$ cat src/rtl/rv_decode_stage_if.sv
// Fetch-to-execute handshake and decoded-field bundle around rv_decode_stage.
// master drives fetch/execute controls; slave is the decode stage itself.
interface rv_decode_stage_if #(
  parameter int XLEN = 32
);
  logic            in_valid;
  logic            in_ready;
  logic [31:0]     instr;
  logic            flush;
  logic            out_valid;
  logic            out_ready;
  logic [9:0]      ctrl;
  logic [XLEN-1:0] imm;
  logic            imm_en;
  logic [4:0]      rs1;
  logic [4:0]      rs2;
  logic [4:0]      rd;
  logic            rd_we;
  logic            is_load;
  logic            is_store;
  logic            is_branch;
  logic            is_jump;
  logic            use_pc;
  logic            illegal;

  modport master (
    output in_valid, instr, flush, out_ready,
    input  in_ready, out_valid, ctrl, imm, imm_en, rs1, rs2, rd, rd_we,
           is_load, is_store, is_branch, is_jump, use_pc, illegal
  );

  modport slave (
    input  in_valid, instr, flush, out_ready,
    output in_ready, out_valid, ctrl, imm, imm_en, rs1, rs2, rd, rd_we,
           is_load, is_store, is_branch, is_jump, use_pc, illegal
  );
endinterface

$ cat src/rtl/rv_decode_stage.sv
// Registered RV32I decode stage: one pipeline register with stall and flush.
// Optional macro DEC_SHAMT_CHECK_EN makes malformed OP-IMM shift encodings illegal.
module rv_decode_stage #(
  parameter int XLEN      = 32,
  parameter bit RESET_NOP = 1'b1
) (
  input logic               clk,
  input logic               rst,
  rv_decode_stage_if.slave  dec
);

  localparam logic [6:0] OPC_OP     = 7'b0110011;
  localparam logic [6:0] OPC_OP_IMM = 7'b0010011;
  localparam logic [6:0] OPC_LUI    = 7'b0110111;
  localparam logic [6:0] OPC_AUIPC  = 7'b0010111;
  localparam logic [6:0] OPC_LOAD   = 7'b0000011;
  localparam logic [6:0] OPC_STORE  = 7'b0100011;
  localparam logic [6:0] OPC_BRANCH = 7'b1100011;
  localparam logic [6:0] OPC_JAL    = 7'b1101111;
  localparam logic [6:0] OPC_JALR   = 7'b1100111;

  localparam logic [9:0] CTRL_ADD  = 10'h000;
  localparam logic [9:0] CTRL_SUB  = 10'h100;
  localparam logic [9:0] CTRL_SLT  = 10'h002;
  localparam logic [9:0] CTRL_SLTU = 10'h003;

  function automatic logic [31:0] imm_i(input logic [31:0] i);
    return {{20{i[31]}}, i[31:20]};
  endfunction

  function automatic logic [31:0] imm_s(input logic [31:0] i);
    return {{20{i[31]}}, i[31:25], i[11:7]};
  endfunction

  function automatic logic [31:0] imm_b(input logic [31:0] i);
    return {{19{i[31]}}, i[31], i[7], i[30:25], i[11:8], 1'b0};
  endfunction

  function automatic logic [31:0] imm_j(input logic [31:0] i);
    return {{11{i[31]}}, i[31], i[19:12], i[20], i[30:21], 1'b0};
  endfunction

  function automatic logic [31:0] imm_u(input logic [31:0] i);
    return {i[31:12], 12'h000};
  endfunction

  logic [6:0]      opcode_s;
  logic [2:0]      funct3_s;
  logic [6:0]      funct7_s;
  logic [9:0]      ctrl_s;
  logic [XLEN-1:0] imm_s_s;
  logic            imm_en_s;
  logic [4:0]      rs1_s;
  logic            rd_we_s;
  logic            is_load_s;
  logic            is_store_s;
  logic            is_branch_s;
  logic            is_jump_s;
  logic            use_pc_s;
  logic            illegal_s;
  logic            capture_s;

  logic            out_valid_r;
  logic [9:0]      ctrl_r;
  logic [XLEN-1:0] imm_r;
  logic            imm_en_r;
  logic [4:0]      rs1_r;
  logic [4:0]      rs2_r;
  logic [4:0]      rd_r;
  logic            rd_we_r;
  logic            is_load_r;
  logic            is_store_r;
  logic            is_branch_r;
  logic            is_jump_r;
  logic            use_pc_r;
  logic            illegal_r;

  assign opcode_s  = dec.instr[6:0];
  assign funct3_s  = dec.instr[14:12];
  assign funct7_s  = dec.instr[31:25];
  assign dec.in_ready = !dec.flush && (!out_valid_r || dec.out_ready);
  assign capture_s = dec.in_valid && dec.in_ready;

  // Combinational decode of the presented instruction word.
  always_comb begin
    ctrl_s      = CTRL_ADD;
    imm_s_s     = {XLEN{1'b0}};
    imm_en_s    = 1'b0;
    rs1_s       = dec.instr[19:15];
    rd_we_s     = 1'b0;
    is_load_s   = 1'b0;
    is_store_s  = 1'b0;
    is_branch_s = 1'b0;
    is_jump_s   = 1'b0;
    use_pc_s    = 1'b0;
    illegal_s   = 1'b0;
    case (opcode_s)
      OPC_OP: begin
        ctrl_s  = {funct7_s, funct3_s};
        rd_we_s = 1'b1;
        if (funct7_s == 7'b0000000) begin
          illegal_s = 1'b0;
        end else if (funct7_s == 7'b0100000 && (funct3_s == 3'b000 || funct3_s == 3'b101)) begin
          illegal_s = 1'b0;
        end else begin
          illegal_s = 1'b1;
        end
      end
      OPC_OP_IMM: begin
        imm_s_s  = imm_i(dec.instr);
        imm_en_s = 1'b1;
        rd_we_s  = 1'b1;
        if (funct3_s == 3'b001 || funct3_s == 3'b101) begin
          ctrl_s = {1'b0, dec.instr[30], 5'b00000, funct3_s};
`ifdef DEC_SHAMT_CHECK_EN
          illegal_s = (funct3_s == 3'b001 && dec.instr[30]) || dec.instr[25] ||
                      dec.instr[31] || (dec.instr[29:26] != 4'b0000);
`else
          illegal_s = (funct3_s == 3'b001) && dec.instr[30];
`endif
        end else begin
          ctrl_s = {7'b0000000, funct3_s};
        end
      end
      OPC_LUI: begin
        imm_s_s  = imm_u(dec.instr);
        imm_en_s = 1'b1;
        rd_we_s  = 1'b1;
        rs1_s    = 5'd0;
      end
      OPC_AUIPC: begin
        imm_s_s  = imm_u(dec.instr);
        imm_en_s = 1'b1;
        rd_we_s  = 1'b1;
        use_pc_s = 1'b1;
      end
      OPC_LOAD: begin
        imm_s_s   = imm_i(dec.instr);
        imm_en_s  = 1'b1;
        rd_we_s   = 1'b1;
        is_load_s = 1'b1;
      end
      OPC_STORE: begin
        imm_s_s    = imm_s(dec.instr);
        imm_en_s   = 1'b1;
        is_store_s = 1'b1;
      end
      OPC_BRANCH: begin
        imm_s_s     = imm_b(dec.instr);
        is_branch_s = 1'b1;
        case (funct3_s)
          3'b000, 3'b001: ctrl_s = CTRL_SUB;
          3'b100, 3'b101: ctrl_s = CTRL_SLT;
          3'b110, 3'b111: ctrl_s = CTRL_SLTU;
          default:        illegal_s = 1'b1;
        endcase
      end
      OPC_JAL: begin
        imm_s_s   = imm_j(dec.instr);
        imm_en_s  = 1'b1;
        rd_we_s   = 1'b1;
        is_jump_s = 1'b1;
        use_pc_s  = 1'b1;
      end
      OPC_JALR: begin
        imm_s_s   = imm_i(dec.instr);
        imm_en_s  = 1'b1;
        rd_we_s   = 1'b1;
        is_jump_s = 1'b1;
        if (funct3_s != 3'b000) begin
          illegal_s = 1'b1;
        end else begin
          illegal_s = 1'b0;
        end
      end
      default: illegal_s = 1'b1;
    endcase
  end

  // Pipeline register: flush beats capture, capture beats drain, otherwise hold.
  always_ff @(posedge clk or posedge rst) begin
    if (rst) begin
      out_valid_r <= 1'b0;
      ctrl_r      <= 10'h000;
      imm_r       <= {XLEN{1'b0}};
      imm_en_r    <= RESET_NOP ? 1'b1 : 1'b0;
      rs1_r       <= 5'd0;
      rs2_r       <= 5'd0;
      rd_r        <= 5'd0;
      rd_we_r     <= 1'b0;
      is_load_r   <= 1'b0;
      is_store_r  <= 1'b0;
      is_branch_r <= 1'b0;
      is_jump_r   <= 1'b0;
      use_pc_r    <= 1'b0;
      illegal_r   <= 1'b0;
    end else if (dec.flush) begin
      out_valid_r <= 1'b0;
    end else if (capture_s) begin
      out_valid_r <= 1'b1;
      ctrl_r      <= ctrl_s;
      imm_r       <= imm_s_s;
      imm_en_r    <= imm_en_s;
      rs1_r       <= rs1_s;
      rs2_r       <= dec.instr[24:20];
      rd_r        <= dec.instr[11:7];
      // An illegal word still reaches execute, but must not side-effect.
      rd_we_r     <= rd_we_s     & ~illegal_s;
      is_load_r   <= is_load_s   & ~illegal_s;
      is_store_r  <= is_store_s  & ~illegal_s;
      is_branch_r <= is_branch_s & ~illegal_s;
      is_jump_r   <= is_jump_s   & ~illegal_s;
      use_pc_r    <= use_pc_s;
      illegal_r   <= illegal_s;
    end else if (out_valid_r && dec.out_ready) begin
      out_valid_r <= 1'b0;
    end else begin
      out_valid_r <= out_valid_r;
    end
  end

  assign dec.out_valid = out_valid_r;
  assign dec.ctrl      = ctrl_r;
  assign dec.imm       = imm_r;
  assign dec.imm_en    = imm_en_r;
  assign dec.rs1       = rs1_r;
  assign dec.rs2       = rs2_r;
  assign dec.rd        = rd_r;
  assign dec.rd_we     = rd_we_r;
  assign dec.is_load   = is_load_r;
  assign dec.is_store  = is_store_r;
  assign dec.is_branch = is_branch_r;
  assign dec.is_jump   = is_jump_r;
  assign dec.use_pc    = use_pc_r;
  assign dec.illegal   = illegal_r;

endmodule

$ cat src/flat_wrapper.sv
// flat-port wrapper written by rule: the top's interface ports become plain ports
module rv_decode_stage_flat 
#(
  parameter int XLEN      = 32,
  parameter bit RESET_NOP = 1'b1
)
  (clk, rst, dec_in_valid, dec_instr, dec_flush, dec_out_ready, dec_in_ready, dec_out_valid, dec_ctrl, dec_imm, dec_imm_en, dec_rs1, dec_rs2, dec_rd, dec_rd_we, dec_is_load, dec_is_store, dec_is_branch, dec_is_jump, dec_use_pc, dec_illegal);
  rv_decode_stage_if #(.XLEN(XLEN)) dec_i ();
  input logic clk;
  input logic rst;
  input wire logic [$bits(dec_i.in_valid)-1:0] dec_in_valid;
  input wire logic [$bits(dec_i.instr)-1:0] dec_instr;
  input wire logic [$bits(dec_i.flush)-1:0] dec_flush;
  input wire logic [$bits(dec_i.out_ready)-1:0] dec_out_ready;
  output wire logic [$bits(dec_i.in_ready)-1:0] dec_in_ready;
  output wire logic [$bits(dec_i.out_valid)-1:0] dec_out_valid;
  output wire logic [$bits(dec_i.ctrl)-1:0] dec_ctrl;
  output wire logic [$bits(dec_i.imm)-1:0] dec_imm;
  output wire logic [$bits(dec_i.imm_en)-1:0] dec_imm_en;
  output wire logic [$bits(dec_i.rs1)-1:0] dec_rs1;
  output wire logic [$bits(dec_i.rs2)-1:0] dec_rs2;
  output wire logic [$bits(dec_i.rd)-1:0] dec_rd;
  output wire logic [$bits(dec_i.rd_we)-1:0] dec_rd_we;
  output wire logic [$bits(dec_i.is_load)-1:0] dec_is_load;
  output wire logic [$bits(dec_i.is_store)-1:0] dec_is_store;
  output wire logic [$bits(dec_i.is_branch)-1:0] dec_is_branch;
  output wire logic [$bits(dec_i.is_jump)-1:0] dec_is_jump;
  output wire logic [$bits(dec_i.use_pc)-1:0] dec_use_pc;
  output wire logic [$bits(dec_i.illegal)-1:0] dec_illegal;
  assign dec_i.in_valid = dec_in_valid;
  assign dec_i.instr = dec_instr;
  assign dec_i.flush = dec_flush;
  assign dec_i.out_ready = dec_out_ready;
  assign dec_in_ready = dec_i.in_ready;
  assign dec_out_valid = dec_i.out_valid;
  assign dec_ctrl = dec_i.ctrl;
  assign dec_imm = dec_i.imm;
  assign dec_imm_en = dec_i.imm_en;
  assign dec_rs1 = dec_i.rs1;
  assign dec_rs2 = dec_i.rs2;
  assign dec_rd = dec_i.rd;
  assign dec_rd_we = dec_i.rd_we;
  assign dec_is_load = dec_i.is_load;
  assign dec_is_store = dec_i.is_store;
  assign dec_is_branch = dec_i.is_branch;
  assign dec_is_jump = dec_i.is_jump;
  assign dec_use_pc = dec_i.use_pc;
  assign dec_illegal = dec_i.illegal;
  rv_decode_stage #(.XLEN(XLEN), .RESET_NOP(RESET_NOP)) u_core (.clk(clk), .rst(rst), .dec(dec_i));
endmodule
$ cat config.mk
export PLATFORM = sky130hd
export DESIGN_NAME = rv_decode_stage_flat
export DESIGN_NICKNAME = d
export VERILOG_FILES = /design/src/rtl/rv_decode_stage_if.sv /design/src/rtl/rv_decode_stage.sv /design/src/flat_wrapper.sv
export SDC_FILE = /design/constraint.sdc
export NUM_CORES = 1
export LEC_CHECK = 0
export ABC_AREA = 0
export BUFFER_PORTS_ARGS = -buffer_cell sky130_fd_sc_hd__buf_2
export CORE_ASPECT_RATIO = 1.25
export CORE_MARGIN = 5
export CORE_UTILIZATION = 54
export CTS_CLUSTER_DIAMETER = 100
export DETAILED_ROUTE_END_ITERATION = 12
export GPL_TIMING_DRIVEN = 0
export PLACE_DENSITY = 0.82
export SYNTH_ARGS = -nofsm -noshare
export SYNTH_HDL_FRONTEND = slang
export SYNTH_SLANG_ARGS = --single-unit
$ cat constraint.sdc
create_clock -name clk -period 4.3 [get_ports clk]
set_clock_uncertainty 0.2 [all_clocks]
set_input_delay 1.29 -clock clk [delete_from_list [all_inputs] [get_ports clk]]
set_output_delay 1.29 -clock clk [all_outputs]
set_load 0.005 [all_outputs]
==> flow_summary.json <==
{
  "async_reset_ff_share_pct": 100.0,
  "max_stage_delay_ns": 0.15,
  "antenna_found_initial": 0,
  "cp.required_ns": 2.81,
  "start_util_pct": 55.53,
  "drt-total-wl_mm": 8.508,
  "finalHoldViolations": 0,
  "finalSetupViolCount": 0,
  "synth_area_um2": 3002,
  "drt-wirelength-per-cell_um": 16.95,
  "crit_type": "primary input to output port",
  "pwr_density_cell_nw_per_um2": 394.7,
  "finalMaxSlewViolations": 0,
  "cp_max_fo": 2,
  "grt_pass1_wl_mm": 14.15,
  "num_vias": 2889,
  "post-place-ws_ns": 1.093,
  "antenna_cells": 0,
  "synth_flop_cell": "dfrtp_1",
  "hp-class": "flip-flop to flip-flop",
  "layout-drive-gt1-share_pct": 30.82,
  "slowest_stage": "nor2b_1",
  "fin_nets": 470,
  "synthCells": 320,
  "ant_nets": 0,
  "slew_headroom_pct": 61.95,
  "cts_buffer_depth": 2,
  "dp.cells": 486,
  "endpoint_kind": "output port",
  "rows": 30,
  "clkTransAtPathRegs_ns": 0.07,
  "synth-edff-count": 0,
  "start_kind": "primary input",
  "clk-insertion-delay-late_ns": 0.34,
  "post-cts-setup-buffers": 0,
  "yosys.area.top_type": "dfrtp_1",
  "synthToLayoutAreaGrowth_pct": 28.22,
  "drtPass1Iterations": 4,
  "timing.final.ws_setup_ns": 1.088,
  "grt_pass1_vias": 2932,
  "cts_tree": "built",
  "arrival_ns": 1.72,
  "cts_sinks": 66,
  "h-tree-depth": 3,
  "status": "complete, no violations",
  "synthTopCellsByCount": "90 x nand2_1, 65 x dfrtp_1, 29 x nor2_1, 18 x a21oi_1",
  "die_width_um": 76.69,
  "drt_iter0_markers": 292,
  "ys_seq_area_share_pct": 55.06,
  "fillerInstances": 444,
  "dp_hpwl_mm": 6.190,
  "grt_max_degree": 42,
  "drc": 0,
  "root_buffer": "clkbuf_8",
  "pin_count": 104,
  "critical-path-top-delay-family": "buffers and inverters",
  "setup-tns-final_ns": 0,
  "rsz0062_at_grt": "no",
  "syn_avg_cell_area_um2": 9.380,
  "ir_worst_vdd_mv": 0.3098,
  "crit_chain": "buf_2 -> nor2b_1 -> nor2_1 -> buf_2",
  "cts_hold_buf": 0,
  "gp_congestion": 0.9025,
  "yosys_warnings": 0,
  "multi_input_area_um2": 1234,
  "synth_area_leaders": "dfrtp_1 54%, nand2_1 11%, nor2_1 3.6%",
  "ys_types": 45,
  "vias_per_cell": 5.755,
  "synth_seq_cells": 66,
  "cts_made_buffers": 9,
  "die_y_um": 93.36,
  "portBuffers": 101,
  "grt_overflow_total": 0,
  "die_area_um2": 7159,
  "core_um2": 5405,
  "netlist.area_leader.share_pct": 54.19,
  "register_area_um2": 1653,
  "tightest_slew_ns": 0.5700,
  "fin_crit_sh_pct": 74.69,
  "cpMostUsedCell": "buf_2",
  "cts_resized": 0,
  "fmax_ghz": 0.3113,
  "cp.buffers_inverters": 2,
  "synth.most_common_cell": "nand2_1",
  "final_cells": 502,
  "max_cap_violations": 0,
  "power_leakage_nw": 2.018,
  "layout_min_cycle_time_ns": 3.212,
  "syn_nets": 357,
  "grt_usage_pct": 24.58
}
cell type report:
class                           count  share of cell area (%)
Tap cell                           64                   2.081
Sequential cell                    66                   42.95
Clock inverter                      7                   3.056
Timing Repair Buffer              102                   13.65
Multi-Input combinational cell    230                   32.05
Inverter                            4                  0.3901
Buffer                             20                   2.601
Clock buffer                        9                   3.218
logic make-up (layout without fill, tap and decap cells):
family / Yosys count / in the layout / share of synthesized area (%)
AND/OR/NAND/NOR: 154 / 154 / 23.43
XOR/XNOR: 1 / 1 / 0.2918
flip-flops: 66 / 66 / 55.06
AO/OA/AOI/OAI: 75 / 75 / 17.38
buffers and inverters: 24 / 142 / 3.835
power by group:
part,internal (W),total (W),switching (W),leakage (nW)
Sequential,0.000667,0.000692,0.0000242,0.865
Clock,0.000384,0.000629,0.000245,0.111
Combinational,0.0000810,0.000199,0.000118,1.04
Total,0.00113,0.00152,0.000387,2.02
flip-flops by register name, indices dropped and copies added, names as in the netlist:
signal                flops
u_core.dec.rs1            5
u_core.dec.rd_we          1
u_core.dec.is_jump        1
u_core.dec.is_store       1
u_core.dec.rs2            5
u_core.dec.is_load        1
u_core.dec.imm_en         1
u_core.dec.rd             5
u_core.dec.illegal        1
u_core.dec.out_valid      1
u_core.dec.is_branch      1
u_core.dec.ctrl          10
u_core.dec.imm           32
u_core.dec.use_pc         1
worst min-delay path, delay by kind of cell, from the launching register on:
kind | cells | cell delay (ns)
and+or+nand+nor | 2 | 0.10
DFF | 1 | 0.34
per-layer routing:
metal | vias to the layer above | global-route usage (%) | wire (um) | share of wire [%]
met2 | 140 | 41.08 | 4318 | 51
met3 | 25 | 5.973 | 675 | 7.9
met5 | - | 0 | 0 | 0
li1 | 1336 | - | - | -
met1 | 1388 | 30.28 | 3306 | 39
met4 | 0 | 10.35 | 208 | 2.4
final timing paths:
check / startpoint / to / slack [ns] / depth (start not counted)
hold / removal: u_core.dec.rs1[0]$_DFFE_PP0P_ / u_core.dec.rs1[0]$_DFFE_PP0P_ / 0.26 / 2
setup / recovery: dec_out_ready / dec_in_ready / 1.09 / 4
min in group asynchronous: rst / u_core.dec.imm[19]$_DFFE_PP0P_ / 0.79 / 2
hold reg to reg: u_core.dec.rs1[0]$_DFFE_PP0P_ / u_core.dec.rs1[0]$_DFFE_PP0P_ / 0.26 / 2
setup reg to reg: u_core.dec.out_valid$_DFFE_PP0P_ / u_core.dec.imm[11]$_DFFE_PP0P_ / 2.23 / 6
max in group asynchronous: rst / u_core.dec.imm_en$_DFFE_PP1P_ / 2.44 / 3
layout by cell type (no fill, tap or decap), drive strengths merged, types with 3 or more instances in the layout:
| cell | netlist | final |
|---|---|---|
| buf | 12 | 114 |
| nand2 | 90 | 90 |
| dfrtp | 65 | 65 |
| nor2 | 30 | 30 |
| a21oi | 19 | 19 |
| clkbuf | 8 | 17 |
| o21ai | 13 | 13 |
| a22oi | 13 | 13 |
| a22o | 12 | 12 |
| nand3 | 11 | 11 |
| inv | 4 | 4 |
| nor3 | 4 | 4 |
| nand2b | 3 | 3 |
| and3 | 3 | 3 |
| bufinv | 0 | 3 |
| clkinvlp | 0 | 3 |
per-stage QoR:
stage	total power, W	hold slack (ns)	instance area (um^2)	utilization [%]
2_1_floorplan	0.0007958	0.2628	3002	-
3_3_place_gp	0.0008918	0.2463	3587	66.37
3_5_place_dp	0.0009012	0.2521	3607	66.74
4_1_cts	0.001525	0.2677	3849	71.20
5_1_grt	0.001582	0.2972	3849	71.20
6_report	0.001519	0.2644	3849	71.20
Power figures use the tool's default switching activity.
